**src/rtl/insn_encoder_loader_pkg.sv**
```systemverilog
// Shared instruction-word layout, opcode/funct constants and loader types
// for the producer side of the CPU instruction-format contract.
package insn_encoder_loader_pkg;

  localparam int OP_POS    = 26;
  localparam int RS_POS    = 21;
  localparam int RT_POS    = 16;
  localparam int RD_POS    = 11;
  localparam int SHIFT_POS = 6;
  localparam int FUNCT_POS = 0;

  localparam logic [5:0] OP_CODE_RTYPE = 6'd0;
  localparam logic [5:0] OP_CODE_BEQ   = 6'd4;
  localparam logic [5:0] OP_CODE_BNE   = 6'd5;
  localparam logic [5:0] OP_CODE_ADDI  = 6'd8;
  localparam logic [5:0] OP_CODE_ANDI  = 6'd12;
  localparam logic [5:0] OP_CODE_ORI   = 6'd13;
  localparam logic [5:0] OP_CODE_LW    = 6'd35;
  localparam logic [5:0] OP_CODE_SW    = 6'd43;

  localparam logic [5:0] FUNCT_CODE_SLL = 6'd0;
  localparam logic [5:0] FUNCT_CODE_SRL = 6'd2;
  localparam logic [5:0] FUNCT_CODE_ADD = 6'd32;
  localparam logic [5:0] FUNCT_CODE_SUB = 6'd34;
  localparam logic [5:0] FUNCT_CODE_AND = 6'd36;
  localparam logic [5:0] FUNCT_CODE_OR  = 6'd37;
  localparam logic [5:0] FUNCT_CODE_SLT = 6'd42;

  typedef enum logic [1:0] {
    LOAD_ERR_NONE  = 2'd0,
    LOAD_ERR_OP    = 2'd1,
    LOAD_ERR_FUNCT = 2'd2,
    LOAD_ERR_RANGE = 2'd3
  } LoadErrCode;

  typedef enum logic [2:0] {
    ST_IDLE  = 3'd0,
    ST_RUN   = 3'd1,
    ST_DRAIN = 3'd2,
    ST_DONE  = 3'd3,
    ST_ERR   = 3'd4
  } LoadState;

  function automatic logic IS_SUPPORTED_OP(input logic [5:0] op);
    case (op)
      OP_CODE_RTYPE, OP_CODE_LW, OP_CODE_SW, OP_CODE_ADDI,
      OP_CODE_ANDI, OP_CODE_ORI, OP_CODE_BEQ, OP_CODE_BNE: return 1'b1;
      default: return 1'b0;
    endcase
  endfunction

  function automatic logic IS_SUPPORTED_FUNCT(input logic [5:0] funct);
    case (funct)
      FUNCT_CODE_SLL, FUNCT_CODE_SRL, FUNCT_CODE_ADD, FUNCT_CODE_SUB,
      FUNCT_CODE_AND, FUNCT_CODE_OR, FUNCT_CODE_SLT: return 1'b1;
      default: return 1'b0;
    endcase
  endfunction

endpackage

```
**src/rtl/insn_encoder_loader_packer.sv**
```systemverilog
// Combinational packer: turns one field bundle into a 32-bit instruction word
// and flags opcodes/functs the decoder does not understand.
module insn_packer
  import insn_encoder_loader_pkg::*;
(
  input  logic [5:0]  op,
  input  logic [4:0]  rs,
  input  logic [4:0]  rt,
  input  logic [4:0]  rd,
  input  logic [3:0]  shamt,
  input  logic [5:0]  funct,
  input  logic [15:0] constVal,
  output logic [31:0] word,
  output logic        bad_op,
  output logic        bad_funct
);

  logic isRType;
  assign isRType = (op == OP_CODE_RTYPE);

  always_comb begin
    word = '0;
    word[OP_POS +: 6] = op;
    word[RS_POS +: 5] = rs;
    word[RT_POS +: 5] = rt;
    if (isRType) begin
      // bit 10 stays zero: the shift field is only four bits wide here
      word[RD_POS +: 5]    = rd;
      word[SHIFT_POS +: 4] = shamt;
      word[FUNCT_POS +: 6] = funct;
    end else begin
      word[15:0] = constVal;
    end
  end

  assign bad_op    = !IS_SUPPORTED_OP(op);
  assign bad_funct = isRType && !IS_SUPPORTED_FUNCT(funct);

endmodule

```
**src/rtl/insn_encoder_loader.sv**
```systemverilog
// Streams field bundles into instruction memory: range check at start, one
// packed word per accepted bundle, sticky error on unsupported encodings.
module insn_encoder_loader
  import insn_encoder_loader_pkg::*;
#(
  parameter int INSN_ADDR_WIDTH = 10,
  parameter int LEN_WIDTH       = 9
) (
  input  logic                       clk,
  input  logic                       rst,
  input  logic                       start,
  input  logic [INSN_ADDR_WIDTH-1:0] base,
  input  logic [LEN_WIDTH-1:0]       len,
  input  logic                       in_valid,
  output logic                       in_ready,
  input  logic [5:0]                 in_op,
  input  logic [4:0]                 in_rs,
  input  logic [4:0]                 in_rt,
  input  logic [4:0]                 in_rd,
  input  logic [3:0]                 in_shamt,
  input  logic [5:0]                 in_funct,
  input  logic [15:0]                in_const,
  output logic                       imem_we,
  output logic [INSN_ADDR_WIDTH-1:0] imem_addr,
  output logic [31:0]                imem_wdata,
  output logic                       busy,
  output logic                       done,
  output logic                       err,
  output logic [1:0]                 err_code,
  output logic [INSN_ADDR_WIDTH-1:0] err_addr
);

  localparam int SUM_W = ((INSN_ADDR_WIDTH > LEN_WIDTH + 2) ? INSN_ADDR_WIDTH : LEN_WIDTH + 2) + 1;

  LoadState                   state_reg, state_next;
  logic [INSN_ADDR_WIDTH-1:0] addr_reg, addr_next;
  logic [LEN_WIDTH-1:0]       remaining_reg, remaining_next;
  logic                       we_reg, we_next;
  logic [INSN_ADDR_WIDTH-1:0] wrAddr_reg, wrAddr_next;
  logic [31:0]                wrData_reg, wrData_next;
  LoadErrCode                 errCode_reg, errCode_next;
  logic [INSN_ADDR_WIDTH-1:0] errAddr_reg, errAddr_next;

  logic [31:0] packedWord;
  logic        badOp;
  logic        badFunct;

  insn_packer packer (
    .op       (in_op),
    .rs       (in_rs),
    .rt       (in_rt),
    .rd       (in_rd),
    .shamt    (in_shamt),
    .funct    (in_funct),
    .constVal (in_const),
    .word     (packedWord),
    .bad_op   (badOp),
    .bad_funct(badFunct)
  );

  // Sum is wide enough that base + 4*len can never wrap before the compare.
  logic [SUM_W-1:0] loadEnd;
  logic             badRange;
  assign loadEnd  = SUM_W'(base) + (SUM_W'(len) << 2);
  assign badRange = (base[1:0] != 2'b00) || (loadEnd > (SUM_W'(1) << INSN_ADDR_WIDTH));

  always_comb begin
    state_next     = state_reg;
    addr_next      = addr_reg;
    remaining_next = remaining_reg;
    we_next        = 1'b0;
    wrAddr_next    = wrAddr_reg;
    wrData_next    = wrData_reg;
    errCode_next   = errCode_reg;
    errAddr_next   = errAddr_reg;

    case (state_reg)
      ST_RUN: begin
        if (in_valid) begin
          if (badOp) begin
            state_next   = ST_ERR;
            errCode_next = LOAD_ERR_OP;
            errAddr_next = addr_reg;
          end else if (badFunct) begin
            state_next   = ST_ERR;
            errCode_next = LOAD_ERR_FUNCT;
            errAddr_next = addr_reg;
          end else begin
            we_next        = 1'b1;
            wrAddr_next    = addr_reg;
            wrData_next    = packedWord;
            addr_next      = addr_reg + INSN_ADDR_WIDTH'(4);
            remaining_next = remaining_reg - LEN_WIDTH'(1);
            if (remaining_reg == LEN_WIDTH'(1)) begin
              state_next = ST_DRAIN;
            end
          end
        end
      end
      ST_DRAIN: begin
        state_next = ST_DONE;
      end
      default: begin
        if (start) begin
          errCode_next = LOAD_ERR_NONE;
          errAddr_next = '0;
          if (badRange) begin
            state_next   = ST_ERR;
            errCode_next = LOAD_ERR_RANGE;
            errAddr_next = base;
          end else if (len == '0) begin
            state_next = ST_DONE;
          end else begin
            state_next     = ST_RUN;
            addr_next      = base;
            remaining_next = len;
          end
        end
      end
    endcase
  end

  always_ff @(posedge clk or negedge rst) begin
    if (!rst) begin
      state_reg     <= ST_IDLE;
      addr_reg      <= '0;
      remaining_reg <= '0;
      we_reg        <= 1'b0;
      wrAddr_reg    <= '0;
      wrData_reg    <= '0;
      errCode_reg   <= LOAD_ERR_NONE;
      errAddr_reg   <= '0;
    end else begin
      state_reg     <= state_next;
      addr_reg      <= addr_next;
      remaining_reg <= remaining_next;
      we_reg        <= we_next;
      wrAddr_reg    <= wrAddr_next;
      wrData_reg    <= wrData_next;
      errCode_reg   <= errCode_next;
      errAddr_reg   <= errAddr_next;
    end
  end

  assign in_ready   = (state_reg == ST_RUN);
  assign imem_we    = we_reg;
  assign imem_addr  = wrAddr_reg;
  assign imem_wdata = wrData_reg;
  assign busy       = (state_reg == ST_RUN) || (state_reg == ST_DRAIN);
  assign done       = (state_reg == ST_DONE);
  assign err        = (state_reg == ST_ERR);
  assign err_code   = errCode_reg;
  assign err_addr   = errAddr_reg;

endmodule
```
**config.mk**
```make
export PLATFORM = sky130hd
export DESIGN_NAME = insn_encoder_loader
export DESIGN_NICKNAME = d
export VERILOG_FILES = /design/src/rtl/insn_encoder_loader_pkg.sv /design/src/rtl/insn_encoder_loader_packer.sv /design/src/rtl/insn_encoder_loader.sv
export SDC_FILE = /design/constraint.sdc
export NUM_CORES = 1
export LEC_CHECK = 0
export ABC_CLOCK_PERIOD_IN_PS = 3600
export CAP_MARGIN = 25
export CORE_ASPECT_RATIO = 1.4
export CORE_UTILIZATION = 51
export CTS_CLUSTER_DIAMETER = 30
export CTS_CLUSTER_SIZE = 14
export DETAILED_ROUTE_END_ITERATION = 16
export PLACE_DENSITY = 0.82
export SLEW_MARGIN = 20
export SYNTH_ARGS = -nofsm -noshare
export SYNTH_HDL_FRONTEND = slang
export SYNTH_SLANG_ARGS = --single-unit
```
**constraint.sdc**
```tcl
create_clock -name clk -period 3.6 [get_ports clk]
set_input_delay 0.72 -clock clk [delete_from_list [all_inputs] [get_ports clk]]
set_output_delay 0.72 -clock clk [all_outputs]
set_load 0.03 [all_outputs]
```
==> metrics.txt, run 1 <==
met3 GRT Util=0.0658; initial antenna violation count=0; Placeable Area=0.00815 mm²; Reg-to-Reg Start=state_reg[0]$_DFFE_PN0P_; synth warn=0; DR WL/cell=18.1 µm; Synth area leader=dfrtp_1; Setup CP Type=input pin to register; die area=0.00873 mm²; PortBufs=128; DRC Markers=0; post-synthesis sequential area ratio=0.452; Post-synth EDFFs=0; max incr delay on CP=0.47 ns; layout cells sized above 1=0.104; largest net degree at the start of global routing=78; clk buf depth=2; Die H=110 µm; Area growth syn-to-layout=44.8%; worst reg2reg path depth=8; drt total wl=13.4 mm; total global routing overflow=0; crit start category=input pin; Setup-failing EPs final=0; status=complete, no violations; critical path's slowest cell=or4b_4; syn_area_per_cell=8.82 µm²; grt met2 use=0.538; grt met1 use=0.339; vias=4281; Chip Width=79.3 µm; Slew HR=0.584; number of DRC markers in iteration 0=211; worst IR drop on VDD=0.307 mV; post-CTS setup buffer count=0; final instance area=0.00617 mm²; RSZ-0062 raised after global routing=no; critical path data required time=3.84 ns; top cells by area, synth=dfrtp_1 (45%), nand2_1 (10%), mux2i_1 (4.0%); Post-Synthesis Net Count=565; number of global-route vias before repair=4114; hold crit path type=input pin to asynchronous set/reset pin; share of Yosys cell area claimed by the top area cell type=0.452; Worst Setup End Kind=register; async set or reset register ratio after synthesis=1.00; Final Cycle Share=0.951; Final Hold Viols=0; post-synthesis cell type count=59; crit-path leading delay family=compound AO/OA/AOI/OAI gates; crit path max fanout=3; Diodes inserted=0; Leakage Power=0.00285 µW; Root Driver=clkbuf_16; Filler Cell Count=565; clock sinks=77; placed wire-length estimate=9.70 mm; initial cell density of the core=0.523; Max Slew Vio Count=0; crit path time final=3.42 ns; f_max=292 MHz; gr usage total=0.309; vias per inst=5.80; Final WS setup=0.176 ns; clk_lat worst skew=0.33 ns; ys flop type=dfrtp_1; crit-path cells=dlymetal6s2s_1 > ha_2 > inv_1 > fa_1 > or4b_4 > a2111oi_4 > o211ai_1 > a2111oi_4 > or3_4 > buf_4 > buf_4 > a31oi_1 > o211ai_1; Synth Cell Area=0.00426 mm²; first-pass GRT wire length=20.1 mm; CTS tree=yes; Setup Skew=0.00538 ns; WP data arrival=3.67 ns; cts hold-fix bufs=0; Site Rows=39; max reg flops=32; cells after synthesis=483; Detail Route Antenna Nets=0; Top Usage Layer GRT=met2; Post-DP Area=0.00581 mm²; crit path buf inv count=4; number of H-tree levels=3; I/O Pins=129; Worst-path clk slew=0.06 ns; TritonCTS Buffers=9; dpl ws=-0.446 ns; pwr dens=502 mW/mm²; Slew @ Worst Pin=0.624 ns; number of synthesized register bits=77; Worst R2R End=remaining_reg[3]$_DFFE_PN0P_; R2R setup slack=0.72 ns; Nets=714; first drt pass iteration count=4; routability-driven placement congestion ratio=0.880; Max Cap Viol=0
-- synthesized netlist by cell type, types with 2 or more instances --
cell type	count
a2111oi_2	2
a211oi_1	3
a21o_1	2
a21oi_1	12
a22oi_1	6
a31oi_1	18
a32o_1	2
and2_1	6
buf_1	3
buf_2	4
buf_6	3
clkbuf_1	16
dfrtp_1	77
ha_1	11
inv_1	23
mux2_1	3
mux2i_1	17
nand2_1	114
nand2b_1	4
nand3_1	25
nand4_1	5
nor2_1	27
nor2b_1	5
nor3_1	8
nor3b_1	2
nor4_1	2
o2111ai_1	3
o211ai_1	4
o21a_1	2
o21ai_0	29
o21ai_1	3
o221ai_1	3
o22ai_1	2
o2bb2ai_1	4
o311ai_1	3
o31ai_1	4
or3_1	3
xor2_1	2
-- stage by stage --
step / hold slack, ns / total power [µW] / std cells / setup TNS [ns] / utilization
after floorplan: 0.424 / 1740 / 483 / 0 / -
after global placement: 0.455 / 2160 / 722 / -8.34 / 0.713
after detailed placement: 0.463 / 2190 / 722 / -11.52 / 0.713
after CTS: 0.478 / 3080 / 737 / -0.0398 / 0.749
after global routing: 0.281 / 3240 / 738 / 0 / 0.757
final: 0.268 / 3100 / 738 / 0 / 0.757
-- per-layer routing --
layer / up-vias / share of wire
met1: 2009 / 0.36
met5: - / 0
met4: 0 / 0.047
li1: 2000 / -
met3: 48 / 0.081
met2: 224 / 0.51
-- power breakdown --
| group | switching, µW | leakage (µW) | total (µW) | internal, µW |
|---|---|---|---|---|
| registers | 171 | 0.000987 | 1200 | 1030 |
| logic | 555 | 0.00173 | 1000 | 447 |
| clock network | 360 | 0.000138 | 892 | 533 |
-- logic make-up (layout without fill, tap and decap cells) --
kind of cell / count (synthesis) / count (layout) / share of synthesized area
XOR/XNOR: 3 / 3 / 0.00617
flip-flops: 77 / 77 / 0.452
multiplexers: 21 / 21 / 0.0505
adder cells (fa/ha/maj): 12 / 12 / 0.0370
buffers and inverters: 49 / 202 / 0.0496
AO/OA/AOI/OAI: 114 / 114 / 0.189
AND/OR/NAND/NOR: 207 / 207 / 0.215
-- timing repair --
| item | 4_1_cts | 5_1_grt |
|---|---|---|
| setup endpoints to repair | 17 | 32 |
| hold endpoints to repair | 0 | 0 |
| resized for setup | 1 | 10 |
| pin swaps | 2 | 5 |
-- final cells by class --
cell class	instances	area, µm²	area share
well taps	102	128	0.0207
clock inverters	6	63.8	0.0103
flip-flops and latches	77	1930	0.312
inverters	23	86.3	0.0140
clock buffers	9	225	0.0365
repair buffers	164	1580	0.256
multi-input cells	357	2160	0.350
-- cell usage in the layout, fill, tap and decap left out, drive strengths merged, types with 3 or more instances in the layout --
master           n
a21oi           12
buf             37
a31oi           18
dlymetal6s2s     4
nor3             9
clkdlybuf4s50  123
o2bb2ai          4
inv             24
mux2i           17
nor2b            5
nand2          115
dfrtp           77
a2111oi          3
nand2b           4
a211oi           3
or3              3
o311ai           3
clkbuf           9
mux2             4
nand3           25
a21o             3
o211ai           4
and2             6
nor2            27
a22oi            6
o31ai            4
o2111ai          3
ha              11
nand4            5
o221ai           3
o21ai           32
-- how the worst max path moves through the flow --
stage | from | to | slack (ns) | depth (start not counted)
after detailed placement | base[2] | remaining_reg[1]$_DFFE_PN0P_ | -0.45 | 11
after CTS | base[2] | addr_reg[6]$_DFFE_PN0P_ | -0.02 | 12
after global placement | base[2] | addr_reg[3]$_DFFE_PN0P_ | -0.35 | 11
after global routing | base[2] | addr_reg[2]$_DFFE_PN0P_ | 0.02 | 13
final | base[2] | addr_reg[2]$_DFFE_PN0P_ | 0.18 | 13
after floorplan | base[2] | addr_reg[3]$_DFFE_PN0P_ | 0.25 | 11
No activity file was read; power rests on OpenSTA's default activity.
==> run 2: changes to the inputs <==
--- a/config.mk
+++ b/config.mk
@@ -5,14 +5,13 @@
 export SDC_FILE = /design/constraint.sdc
 export NUM_CORES = 1
 export LEC_CHECK = 0
-export ABC_CLOCK_PERIOD_IN_PS = 3600
 export CAP_MARGIN = 25
 export CORE_ASPECT_RATIO = 1.4
-export CORE_UTILIZATION = 51
+export CORE_UTILIZATION = 50
 export CTS_CLUSTER_DIAMETER = 30
 export CTS_CLUSTER_SIZE = 14
 export DETAILED_ROUTE_END_ITERATION = 16
-export PLACE_DENSITY = 0.82
+export PLACE_DENSITY = 0.8
 export SLEW_MARGIN = 20
 export SYNTH_ARGS = -nofsm -noshare
 export SYNTH_HDL_FRONTEND = slang
==> metrics.txt, run 2 (same netlist as run 1, synthesis figures left out) <==
Diodes inserted=0 (unchanged); Pwr Total=3050 µW (was 3100 µW); multi-input logic area=0.00217 mm² (was 0.00216 mm²); pwr dens=493 mW/mm² (was 502 mW/mm²); clk_lat worst skew=0.33 ns (about the same); Placeable Area=0.00820 mm² (was 0.00815 mm²); Setup Skew=0.00375 ns (was 0.00538 ns); RSZ-0062 raised after global routing=no (unchanged); Die H=111 µm (was 110 µm); Seq. cell area=0.00193 mm² (unchanged); Slew HR=0.360 (was 0.584); Nets=712 (was 714); Filler Cell Count=585 (was 565); layout cells sized above 1=0.106 (was 0.104); cts hold-fix bufs=0 (unchanged); Slew @ Worst Pin=0.960 ns (was 0.624 ns); vias=4299 (was 4281); Setup CP Type=input pin to register (unchanged); die area=0.00890 mm² (was 0.00873 mm²); Root Driver=clkbuf_16 (unchanged); first-pass GRT wire length=20.6 mm (was 20.1 mm); commonest cells after routing, fill and taps aside=clkdlybuf4s50_1 (123), nand2_1 (114), dfrtp_1 (77) (unchanged); Leakage Power=0.00284 µW (was 0.00285 µW); Final Hold Viols=0 (unchanged); initial antenna violation count=0 (unchanged); final core occ=0.753 (was 0.757); crit start category=input pin (unchanged); Worst-path clk slew=0.06 ns (about the same); initial cell density of the core=0.520 (was 0.523); CTS tree=yes (unchanged); Max Cap Viol=0 (unchanged); placed wire-length estimate=9.35 mm (was 9.70 mm); Final Cycle Share=0.939 (was 0.951); hold crit path type=input pin to asynchronous set/reset pin (unchanged); largest net degree at the start of global routing=78 (unchanged); TritonCTS Buffers=9 (unchanged); first drt pass iteration count=5 (was 4); critical path data required time=3.86 ns (was 3.84 ns); number of DRC markers in iteration 0=211 (unchanged); number of H-tree levels=3 (unchanged); Detail Route Antenna Nets=0 (unchanged); commonest non-fill, non-tap cell in the layout=clkdlybuf4s50_1 (unchanged); max reg flops=32 (unchanged); Worst Setup End Kind=register (unchanged); gr usage total=0.301 (was 0.309); Site Rows=39 (unchanged); DR WL/cell=17.5 µm (was 18.1 µm); WP data arrival=3.64 ns (was 3.67 ns); worst IR drop on VDD=0.318 mV (was 0.307 mV); Area growth syn-to-layout=44.9% (was 44.8%); f_max=296 MHz (was 292 MHz); total global routing overflow=0 (unchanged); Setup-failing EPs final=0 (unchanged); drt total wl=12.9 mm (was 13.4 mm); DRC Markers=0 (unchanged); crit path max fanout=11 (was 3); clock sinks=77 (unchanged); Chip Width=80.0 µm (was 79.3 µm); clk buf depth=2 (unchanged); crit path time final=3.38 ns (was 3.42 ns); vias per inst=5.83 (was 5.80); routability-driven placement congestion ratio=0.928 (was 0.880); Max Slew Vio Count=0 (unchanged); status=complete, no violations (unchanged); PortBufs=128 (unchanged); number of global-route vias before repair=4346 (was 4114); I/O Pins=129 (unchanged)
[run 2: cell types whose count changed in the layout (fill, tap and decap cells not counted), sizes merged]
cell      delta
bufinv       -1
inv          -1
clkinvlp     +1
clkbuf       +2
buf          -2
[run 2: through the flow]
stage          hold slack (ns)  cell area, µm²  cells  setup slack [ns]  TNS (ns)
2_1_floorplan            0.424            4260    483             0.248         0
3_3_place_gp             0.450            5810    720            -0.300     -7.07
3_5_place_dp             0.455            5810    720            -0.439    -11.40
4_1_cts                  0.468            6110    736            0.0732         0
5_1_grt                  0.327            6170    737             0.127         0
6_report                 0.298            6170    737             0.220         0
[run 2: final cells by class]
| class | count | share of cell area |
|---|---|---|
| Inverter | 23 | 0.0140 |
| Multi-Input combinational cell | 357 | 0.352 |
| Timing Repair Buffer | 162 | 0.256 |
| Clock inverter | 5 | 0.00588 |
| Clock buffer | 11 | 0.0393 |
| Sequential cell | 77 | 0.312 |
| Tap cell | 102 | 0.0207 |
[run 2: critical path, cell delays in order]
cell,delay (ns)
dlymetal6s2s_1,0.12
ha_2,0.19
inv_1,0.06
fa_1,0.48
or4b_4,0.47
a2111oi_4,0.29
o211ai_1,0.19
a2111oi_4,0.33
buf_4,0.18
nor3_4,0.07
or3_1,0.41
a21oi_2,0.13
[run 2: repair_timing]
| item | in CTS | in global routing |
|---|---|---|
| pin swaps | 2 | 8 |
| endpoints found under the setup margin | 22 | 23 |
| endpoints found under the hold margin | 0 | 0 |
| gates resized for setup | 4 | 11 |
| buffers inserted | 0 | 0 |
[run 2: routing by layer]
metal,share of wire,track usage,up-vias,wire (µm)
met5,0,0,-,0
met4,0.043,0.165,0,559
met3,0.080,0.0626,45,1030
met2,0.51,0.528,210,6560
met1,0.37,0.330,2040,4720
li1,-,-,2004,-
[run 2: report_power, final]
group | internal (µW) | total [µW] | leakage, µW | switching [µW]
registers | 1030 | 1200 | 0.000987 | 169
logic | 445 | 1000 | 0.00172 | 557
clock network | 485 | 843 | 0.000128 | 358
total | 1960 | 3050 | 0.00284 | 1080
[run 2: path summary, 6_finish.rpt]
check | start | to | slack (ns) | cells past startpoint
setup / recovery | len[0] | state_reg[1]$_DFFE_PN0P_ | 0.22 | 12
min in group clk | imem_wdata[10]$_DFFE_PN0P_ | imem_wdata[10]$_DFFE_PN0P_ | 0.46 | 2
hold reg to reg | imem_wdata[10]$_DFFE_PN0P_ | imem_wdata[10]$_DFFE_PN0P_ | 0.46 | 2
setup reg to reg | state_reg[0]$_DFFE_PN0P_ | remaining_reg[7]$_DFFE_PN0P_ | 0.62 | 8
hold / removal | rst | imem_wdata[22]$_DFFE_PN0P_ | 0.30 | 1
max in group asynchronous | rst | imem_wdata[30]$_DFFE_PN0P_ | 2.73 | 2
